--- config.mk ---
export PLATFORM = sky130hd
export DESIGN_NAME = nto1_fifo_write_scheduler
export DESIGN_NICKNAME = d
export VERILOG_FILES = /design/src/rtl/nto1_fifo_pkg.sv /design/src/rtl/nto1_rr_multigrant.sv /design/src/rtl/nto1_fifo_write_scheduler.sv
export SDC_FILE = /design/constraint.sdc
export NUM_CORES = 1
export LEC_CHECK = 0
export ABC_CLOCK_PERIOD_IN_PS = 7500
export BUFFER_PORTS_ARGS = -buffer_cell sky130_fd_sc_hd__buf_4
export CORE_ASPECT_RATIO = 0.5
export CORE_UTILIZATION = 45
export CTS_BUF_LIST = sky130_fd_sc_hd__clkbuf_4
export DETAILED_ROUTE_END_ITERATION = 8
export GPL_TIMING_DRIVEN = 0
export PLACE_DENSITY = 0.79
export SLEW_MARGIN = 20
export SYNTH_ARGS = -nofsm -noshare
export SYNTH_HDL_FRONTEND = slang
export SYNTH_SLANG_ARGS = --single-unit
export TNS_END_PERCENT = 10
--- constraint.sdc ---
create_clock -name clk_i -period 7.5 [get_ports clk_i]
set_clock_uncertainty 0.15 [all_clocks]
set_input_delay 0.375 -clock clk_i [delete_from_list [all_inputs] [get_ports clk_i]]
set_output_delay 0.375 -clock clk_i [all_outputs]
set_load 0.05 [all_outputs]
--- src/rtl/nto1_fifo_pkg.sv ---
// Shared types and helpers for the N-to-1 FIFO write path (scheduler and FIFO).
// Width helpers let each instance derive its level/pointer widths from its own parameters.
package nto1_fifo_pkg;

    localparam int unsigned FIFO_N     = 4;
    localparam int unsigned FIFO_DEPTH = 32;
    localparam int unsigned LEVEL_W    = $clog2(FIFO_DEPTH + 1);
    localparam int unsigned PTR_W      = $clog2(FIFO_N);

    typedef logic [LEVEL_W-1:0] level_t;
    typedef logic [PTR_W-1:0]   ptr_t;

    function automatic int unsigned level_width(input int unsigned depth);
        return $clog2(depth + 1);
    endfunction

    // A single requester still needs a 1-bit pointer so the port is never zero-width.
    function automatic int unsigned ptr_width(input int unsigned n);
        return (n > 1) ? $clog2(n) : 1;
    endfunction

    function automatic int unsigned popcount(input logic [31:0] v);
        int unsigned c;
        c = 0;
        for (int unsigned i = 0; i < 32; i++) begin
            c += 32'(v[i]);
        end
        return c;
    endfunction

endpackage

--- src/rtl/nto1_rr_multigrant.sv ---
// Combinational rotating-priority selector: grants up to i_k valid requesters,
// scanning from i_ptr upward modulo N, and reports the last index granted.
module nto1_rr_multigrant
    import nto1_fifo_pkg::*;
#(
    parameter int unsigned N     = 4,
    parameter int unsigned PTR_W = 2,
    parameter int unsigned K_W   = 3
) (
    input  logic [N-1:0]     i_valid,
    input  logic [PTR_W-1:0] i_ptr,
    input  logic [K_W-1:0]   i_k,
    output logic [N-1:0]     o_grant,
    output logic [PTR_W-1:0] o_last
);

    logic [PTR_W-1:0] w_idx;
    logic [K_W-1:0]   w_cnt;

    always_comb begin
        o_grant = '0;
        o_last  = i_ptr;
        w_idx   = '0;
        w_cnt   = '0;
        for (int unsigned j = 0; j < N; j++) begin
            w_idx = PTR_W'((32'(i_ptr) + j) % N);
            if (i_valid[w_idx] && (w_cnt < i_k)) begin
                o_grant[w_idx] = 1'b1;
                o_last         = w_idx;
                w_cnt          = w_cnt + K_W'(1);
            end
        end
    end

endmodule

--- src/rtl/nto1_fifo_write_scheduler.sv ---
// Credit-based admission controller for the N-to-1 FIFO write ports.
// Define NTO1_WSCHED_ASSERT_EN to compile in embedded protocol/credit checks.
module nto1_fifo_write_scheduler
    import nto1_fifo_pkg::*;
#(
    parameter int unsigned N          = 4,
    parameter int unsigned DATA_WIDTH = 8,
    parameter int unsigned DEPTH      = 32
) (
    input  logic                               clk_i,
    input  logic                               rst_n_i,
    input  logic [N-1:0]                       req_valid_i,
    input  logic [N-1:0][DATA_WIDTH-1:0]       req_data_i,
    output logic [N-1:0]                       req_ready_o,
    output logic [N-1:0]                       fifo_wr_en_o,
    output logic [N-1:0][DATA_WIDTH-1:0]       fifo_data_o,
    input  logic                               fifo_pop_i,
    output logic [level_width(DEPTH)-1:0]      level_o
);

    localparam int unsigned LVL_W = level_width(DEPTH);
    localparam int unsigned P_W   = ptr_width(N);
    localparam int unsigned K_W   = $clog2(N + 1);

    logic [LVL_W-1:0]                r_level;
    logic [P_W-1:0]                  r_ptr;
    logic [N-1:0]                    r_wr_en;
    logic [N-1:0][DATA_WIDTH-1:0]    r_data;

    logic [LVL_W-1:0] w_free;
    logic [LVL_W-1:0] w_sum;
    logic [LVL_W-1:0] w_level_next;
    logic [K_W-1:0]   w_k;
    logic [N-1:0]     w_sel;
    logic [N-1:0]     w_grant;
    logic [P_W-1:0]   w_last;
    logic [P_W-1:0]   w_ptr_next;

    // Credit comes from the registered level only; a pop frees space one cycle later.
    always_comb begin
        w_free = LVL_W'(DEPTH) - r_level;
        w_k    = (32'(w_free) >= N) ? K_W'(N) : K_W'(w_free);
    end

    nto1_rr_multigrant #(
        .N     (N),
        .PTR_W (P_W),
        .K_W   (K_W)
    ) u_sel (
        .i_valid (req_valid_i),
        .i_ptr   (r_ptr),
        .i_k     (w_k),
        .o_grant (w_sel),
        .o_last  (w_last)
    );

    always_comb begin
        w_grant      = w_sel & {N{rst_n_i}};
        w_sum        = r_level + LVL_W'(popcount(32'(w_grant)));
        w_level_next = (fifo_pop_i && (w_sum != '0)) ? (w_sum - LVL_W'(1)) : w_sum;
        w_ptr_next   = r_ptr;
        if (|w_grant) begin
            w_ptr_next = (32'(w_last) == (N - 1)) ? '0 : (w_last + P_W'(1));
        end
    end

    always_ff @(posedge clk_i or negedge rst_n_i) begin
        if (!rst_n_i) begin
            r_level <= '0;
            r_ptr   <= '0;
            r_wr_en <= '0;
            r_data  <= '0;
        end else begin
            r_level <= w_level_next;
            r_ptr   <= w_ptr_next;
            r_wr_en <= w_grant;
            for (int unsigned i = 0; i < N; i++) begin
                if (w_grant[i]) begin
                    r_data[i] <= req_data_i[i];
                end
            end
        end
    end

    assign req_ready_o  = w_grant;
    assign fifo_wr_en_o = r_wr_en;
    assign fifo_data_o  = r_data;
    assign level_o      = r_level;

`ifdef NTO1_WSCHED_ASSERT_EN
    logic [N-1:0]                 r_pend;
    logic [N-1:0][DATA_WIDTH-1:0] r_pend_data;

    always_ff @(posedge clk_i or negedge rst_n_i) begin
        if (!rst_n_i) begin
            r_pend      <= '0;
            r_pend_data <= '0;
        end else begin
            r_pend      <= req_valid_i & ~w_grant;
            r_pend_data <= req_data_i;
            assert (!(fifo_pop_i && (r_level == '0)))
                else $error("fifo_pop_i asserted while tracked level is 0");
            assert (popcount(32'(w_grant)) <= 32'(w_free))
                else $error("grant count exceeds free credit");
            for (int unsigned i = 0; i < N; i++) begin
                if (r_pend[i]) begin
                    assert (req_valid_i[i] && (req_data_i[i] == r_pend_data[i]))
                        else $error("requester %0d changed valid/data before transfer", i);
                end
            end
        end
    end
`else
    // No embedded checks: a pop at level 0 saturates silently.
`endif

endmodule
==> impl_metrics.py, run 1 <==
metrics = {
    "synthesis": {
        "muxShareOfSynthArea_pct": 21.5,
        "syn_inst": 220,
        "avgSynthCellArea_um2": 12.3,
        "synth-async-reset-ratio_pct": 100,
        "synth_nets": 280,
        "synth_top_family_by_area": "multiplexers",
        "synth_edf_count": 0,
        "synth_flop_cell": "dfrtp_1",
        "yosys_register_bits": 44,
        "synth-seq-area-share_pct": 40.7,
        "ys_warn_count": 0,
        "synth_compound_area_share_pct": 11.7,
        "synthDistinctLibCells": 53,
        "synth_fa_ha_area_share_pct": 10.6,
        "synth-simple-area-share_pct": 8.79,
        "synth_xor_area_share_pct": 2.92,
        "syn_area_um2": 2700,
    },
    "setup_path": {
        "reg2reg_from": "level_o[0]$_DFF_PN0_",
        "rr_worst_depth": 29,
        "start_kind": "register",
        "crit_path_max_incr_delay_ns": 0.48,
        "r2r_slack_ns": 0.25,
        "cp_data_arrival_time_ns": 7.39,
        "critPathRequiredTime_ns": 7.65,
        "critPathSlowestCell": "fa_1",
        "r2r-end": "level_o[5]$_DFF_PN0_",
        "cp-end-kind": "register",
        "crit_type": "register to register",
        "worst-path-max-fanout": 5,
    },
    "placement": {
        "portBuffers": 84,
        "gp_congestion": 0.862,
        "dp_hpwl_mm": 4.55,
    },
    "die": {
        "initial_core_util_pct": 48.0,
        "std_cell_rows": 19,
        "io_pins": 85,
        "die-area_um2": 6340,
        "die_w_um": 112,
        "core_area_um2": 5630,
        "die_h_um": 56.8,
    },
    "timing": {
        "timing.slew.headroom_pct": 57.6,
        "max_clock_freq_mhz": 138,
        "min_period_ns": 7.25,
        "period_share_pct": 96.6,
        "worst_slew_pin_slew_ns": 0.636,
        "finalSetupViolCount": 0,
        "fin_setup_tns_ns": 0,
        "final_max_slew_viol_count": 0,
        "hold_violations": 0,
    },
    "min_path": {
        "min_to": "fifo_data_o[14]$_DFFE_PN0P_",
        "hold_path.class": "primary input to register",
        "hold_depth": 2,
        "hp-start": "req_data_i[14]",
    },
    "cells_and_area": {
        "layout_common_cells": "buf_4 (94), dfrtp_1 (43), mux2_2 (18)",
        "area_growth_syn_to_layout_pct": 35.6,
        "num_antenna_cells": 0,
        "fin_nets": 380,
        "layout_commonest_cell": "buf_4",
        "drive_above_1_share_pct": 50.8,
    },
    "run_status": {
        "violations": "DRC",
        "status": "finished with violations",
    },
    "routing": {
        "ant_nets": 0,
        "drt_first_pass_iters": 6,
        "routedWlPerCell_um": 15.6,
        "viasPerCell": 5.40,
        "route.detailed.drc": 6,
        "drtIter0Drc": 119,
        "dr_total_vias": 2128,
        "wirelength_mm": 6.15,
    },
    "flow_run": {
        "drv_cap": 0,
    },
    "cts": {
        "ctsHtreeMaxLevel": 2,
        "clock-root-buffer": "clkbuf_4",
        "clkLatencyLatePin_ns": 0.37,
        "cts_max_path_buffers": 2,
        "cts_buffers": 5,
        "cts_tree": "yes",
        "clk_pin_slew_ns": 0.13,
        "cts_sinks": 44,
    },
    "global_route": {
        "grt_max_degree": 51,
        "grt_pass1_wl_mm": 9.54,
        "grt_use_total_pct": 19.3,
        "grt_pass1_vias": 2095,
        "overflow": 0,
        "antenna_found_initial": 0,
    },
}
registers in the layout, summed over array words and instances, names as in the netlist:
name and flops:
fifo_data_o 32, fifo_wr_en_o 4, r_ptr 2, level_o 6
what timing repair did:
item / 4_1_cts / 5_1_grt
setup buffers: 2 / 7
resized for setup: 8 / 17
hold endpoints to repair: 44 / 0
setup endpoints to repair: 6 / 5
hold buffers: 1 / 0
pin swaps: 2 / 5
layout make-up:
cell class                      instances  area [µm²]
Clock inverter                          3        42.5
Inverter                               19        81.3
Clock buffer                            5        37.5
Buffer                                  5        28.8
Fill cell                             423        1970
Tap cell                               73        91.3
Sequential cell                        44        1100
Timing Repair Buffer                   94         708
Multi-Input combinational cell        151        1570
critical path, delay by kind of cell, from the launching register on:
| family | cells | cell delay, ns |
|---|---|---|
| DFF | 1 | 0.46 |
| xor gates and xnor gates | 1 | 0.14 |
| buffers and inverters | 4 | 0.50 |
| and+or+nand+nor | 8 | 1.74 |
| muxes | 1 | 0.29 |
| AOI/OAI and AO/OA | 8 | 1.72 |
| adders and majority gates | 7 | 2.19 |
stage by stage:
step / cell area, µm² / worst slack, ns / cells / util, % / hold WS (ns)
global placement: 3430 / -0.237 / 377 / 60.8 / 0.281
global route: 3670 / -0.0206 / 394 / 65.1 / 0.0495
detailed placement: 3430 / -0.471 / 377 / 60.8 / 0.288
floorplan: 2700 / 0.0267 / 220 / - / -0.0706
finish: 3670 / 0.252 / 394 / 65.1 / 0.0749
CTS: 3560 / 0.0294 / 388 / 63.1 / 0.0572
per-layer routing:
metal,up-vias,wire length [µm],track usage [%]
met5,-,0,0
met4,0,97,5.41
met2,79,3100,33.9
li1,998,-,-
met1,1038,2550,23.6
met3,13,401,5.08
Yosys cell counts, types with 2 or more instances:
cell type | instances | share of area [%]
dfrtp_1 | 44 | 41
ha_1 | 18 | 8.3
mux2_2 | 18 | 7.5
inv_1 | 17 | 2.4
mux2_4 | 16 | 8.9
nor2_1 | 8 | 1.1
mux2i_1 | 7 | 2.6
xnor2_1 | 6 | 1.9
o21ai_0 | 5 | 0.93
a21oi_1 | 4 | 0.74
and3_1 | 4 | 0.93
buf_2 | 4 | 0.74
nand2_1 | 4 | 0.56
nand2b_1 | 4 | 0.93
nor3_1 | 4 | 0.74
and2_1 | 3 | 0.69
fa_1 | 3 | 2.2
mux4_2 | 3 | 2.5
nor3b_1 | 3 | 0.83
o31ai_1 | 3 | 0.83
xor2_1 | 3 | 0.97
a211oi_1 | 2 | 0.56
a221o_1 | 2 | 0.74
a31oi_1 | 2 | 0.46
clkbuf_1 | 2 | 0.28
inv_4 | 2 | 0.46
o21ai_4 | 2 | 1.2
o32ai_1 | 2 | 0.65
cells by family after synthesis:
group | Yosys count
mux | 44
compound gates | 37
simple gates | 40
xor+xnor | 9
fa+ha+maj | 21
buf+inv | 25
flops | 44
worst max path at each step:
stage | start | to
6_report | level_o[0]$_DFF_PN0_ | level_o[5]$_DFF_PN0_
5_1_grt | level_o[0]$_DFF_PN0_ | level_o[4]$_DFF_PN0_
2_1_floorplan | level_o[0]$_DFF_PN0_ | level_o[5]$_DFF_PN0_
3_5_place_dp | level_o[0]$_DFF_PN0_ | level_o[4]$_DFF_PN0_
4_1_cts | level_o[0]$_DFF_PN0_ | level_o[5]$_DFF_PN0_
3_3_place_gp | r_ptr[0]$_DFFE_PN0P_ | level_o[5]$_DFF_PN0_
Power of run 1 is not shown: default switching activity piles up to over one toggle a cycle in this logic, so the estimate is an artifact.
==> run 2, diff against run 1 <==
Settings changed: ABC_AREA set to 1.
==> impl_metrics.py, run 2 <==
metrics = {
    "run_status": {
        "status": "finished with violations",
        "violations": "DRC",
    },
    "timing": {
        "finalSetupViolCount": 0,
        "rsz0062_at_grt": "no",
        "max_clock_freq_mhz": 149,
        "hold_violations": 0,
        "final_max_slew_viol_count": 0,
        "fin_setup_tns_ns": 0,
        "period_share_pct": 89.3,
        "timing.slew.headroom_pct": 58.6,
        "worst_slew_pin_slew_ns": 0.621,
        "hold_ws_ns": 0.0576,
        "min_period_ns": 6.70,
    },
    "cells_and_area": {
        "regArea_um2": 1100,
        "area_growth_syn_to_layout_pct": 30.2,
        "layout_commonest_cell": "nand2_1",
        "fin_nets": 483,
        "largest_reg_flops": 32,
        "drive_above_1_share_pct": 29.7,
        "multi_input_area_um2": 1430,
        "utilization_pct": 62.4,
        "layout_common_cells": "nand2_1 (151), buf_4 (87), dfrtp_1 (44)",
        "num_antenna_cells": 0,
        "finalNonFillerCells": 497,
        "fillers": 487,
    },
    "global_route": {
        "grt_pass1_vias": 2159,
        "overflow": 0,
        "antenna_found_initial": 0,
        "grt_max_degree": 49,
        "grt_use_total_pct": 19.6,
        "grt_pass1_wl_mm": 9.78,
    },
    "setup_path": {
        "cp_data_arrival_time_ns": 6.79,
        "crit_path_max_incr_delay_ns": 0.58,
        "worst-path-max-fanout": 11,
        "critPathSlowestCell": "dfrtp_1",
        "start_kind": "register",
        "critPathRequiredTime_ns": 7.60,
        "reg2reg_from": "r_ptr[1]$_DFFE_PN0P_",
        "crit_type": "register to register",
        "cpMostUsedCell": "ha_1",
        "cp-end-kind": "register",
        "cp-startpoint": "r_ptr[1]$_DFFE_PN0P_",
    },
    "routing": {
        "drt_first_pass_iters": 7,
        "ant_nets": 0,
        "drtIter0Drc": 121,
        "dr_total_vias": 2319,
        "route.detailed.drc": 2,
        "wirelength_mm": 5.68,
        "routedWlPerCell_um": 11.4,
        "viasPerCell": 4.67,
    },
    "min_path": {
        "hp-start": "req_data_i[15]",
        "hold_path.class": "primary input to register",
    },
    "synthesis": {
        "synth_most_common_cell": "nand2_1",
        "yosys.area.top_type": "dfrtp_1",
        "synth_flop_cell": "dfrtp_1",
        "synth_top_area_share_pct": 40.9,
        "yosys_register_bits": 44,
        "synth_nets": 391,
        "synthDistinctLibCells": 31,
        "ys_warn_count": 0,
        "synth_edf_count": 0,
        "synth.top_cells.by_count": "nand2_1 (151), dfrtp_1 (44), inv_1 (25)",
        "syn_area_um2": 2690,
        "yosys-top-cells-area": "dfrtp_1 (41%), nand2_1 (21%), ha_1 (8.4%), inv_1 (3.5%), nand3_1 (3.2%)",
        "avgSynthCellArea_um2": 8.13,
        "syn_inst": 331,
        "synth-seq-area-share_pct": 40.9,
        "synth-async-reset-ratio_pct": 100,
    },
    "placement": {
        "portBuffers": 84,
        "dp_hpwl_mm": 4.42,
        "gp_congestion": 0.848,
        "place_inst": 488,
    },
    "cts": {
        "clk_pin_slew_ns": 0.13,
        "cts_setup_buffers": 0,
        "clkLatencyLatePin_ns": 0.34,
        "cts_max_path_buffers": 2,
        "cts_tree": "yes",
        "clock-root-buffer": "clkbuf_4",
        "cts_buffers": 5,
        "cts_sinks": 44,
        "ctsHtreeMaxLevel": 2,
    },
    "die": {
        "core_area_um2": 5610,
        "die_h_um": 56.7,
        "die-area_um2": 6310,
        "std_cell_rows": 19,
        "die_w_um": 111,
        "io_pins": 85,
        "initial_core_util_pct": 47.9,
    },
    "flow_run": {
        "drv_cap": 0,
    },
}
-- run 2: cell types whose count changed in the layout (fill, tap and decap cells not counted), sizes merged, moves of 9 or more --
cell,previous run,this run
nand3,1,19
buf,96,87
nand2,4,166
mux2,34,0
inv,17,30
-- run 2: kinds of logic after synthesis --
group	after synthesis	synth area share, %
compound gates	15	5.67
xor+xnor	8	2.60
fa+ha+maj	21	10.6
buf+inv	37	6.05
flops	44	40.9
mux	2	0.744
simple gates	204	33.4
-- run 2: worst max-delay path, delay by kind of cell (launching register included) --
kind	cells	cell delay (ns)
AOI/OAI and AO/OA	3	0.84
xor gates and xnor gates	1	0.15
adders and majority gates	8	2.77
buffers and inverters	6	0.70
DFF	1	0.58
muxes	1	0.20
and+or+nand+nor	9	1.19
-- run 2: timing repair --
action | 4_1_cts | 5_1_grt
hold buffers | 1 | 0
gates resized for setup | 0 | 0
endpoints found under the setup margin | 0 | 0
hold endpoints to repair | 44 | 0
-- run 2: area by class of cell --
type | count | area share, %
Multi-Input combinational cell | 250 | 40.7
Sequential cell | 44 | 31.4
Timing Repair Buffer | 85 | 18.3
Inverter | 34 | 4.00
Tap cell | 73 | 2.61
Clock inverter | 3 | 1.21
Clock buffer | 5 | 1.07
Buffer | 3 | 0.643
-- run 2: worst paths after layout --
kind | endpoint | slack (ns) | cells after the start
max in group asynchronous | level_o[2]$_DFF_PN0_ | 6.36 | 2
worst max register to register | level_o[5]$_DFF_PN0_ | 0.80 | 28
min in group asynchronous | fifo_data_o[4]$_DFFE_PN0P_ | 0.43 | 2
worst max-delay path | level_o[5]$_DFF_PN0_ | 0.80 | 28
worst min-delay path | fifo_data_o[15]$_DFFE_PN0P_ | 0.06 | 3
worst min register to register | fifo_data_o[26]$_DFFE_PN0P_ | 0.34 | 2
-- run 2: per-layer routing --
metal	vias up	track usage, %	share of wire (%)
met2	32	33.0	48
li1	1213	-	-
met1	1070	26.4	48
met4	0	4.63	0.63
met5	-	0	0
met3	4	3.78	2.9
-- run 2: per-stage QoR --
stage	cell area (µm²)	worst slack, ns
finish	3500	0.803
global route	3500	0.302
CTS	3500	0.779
detailed placement	3410	0.810
global placement	3410	0.925
floorplan	2690	1.09
Power of run 2 is left out for the same reason.
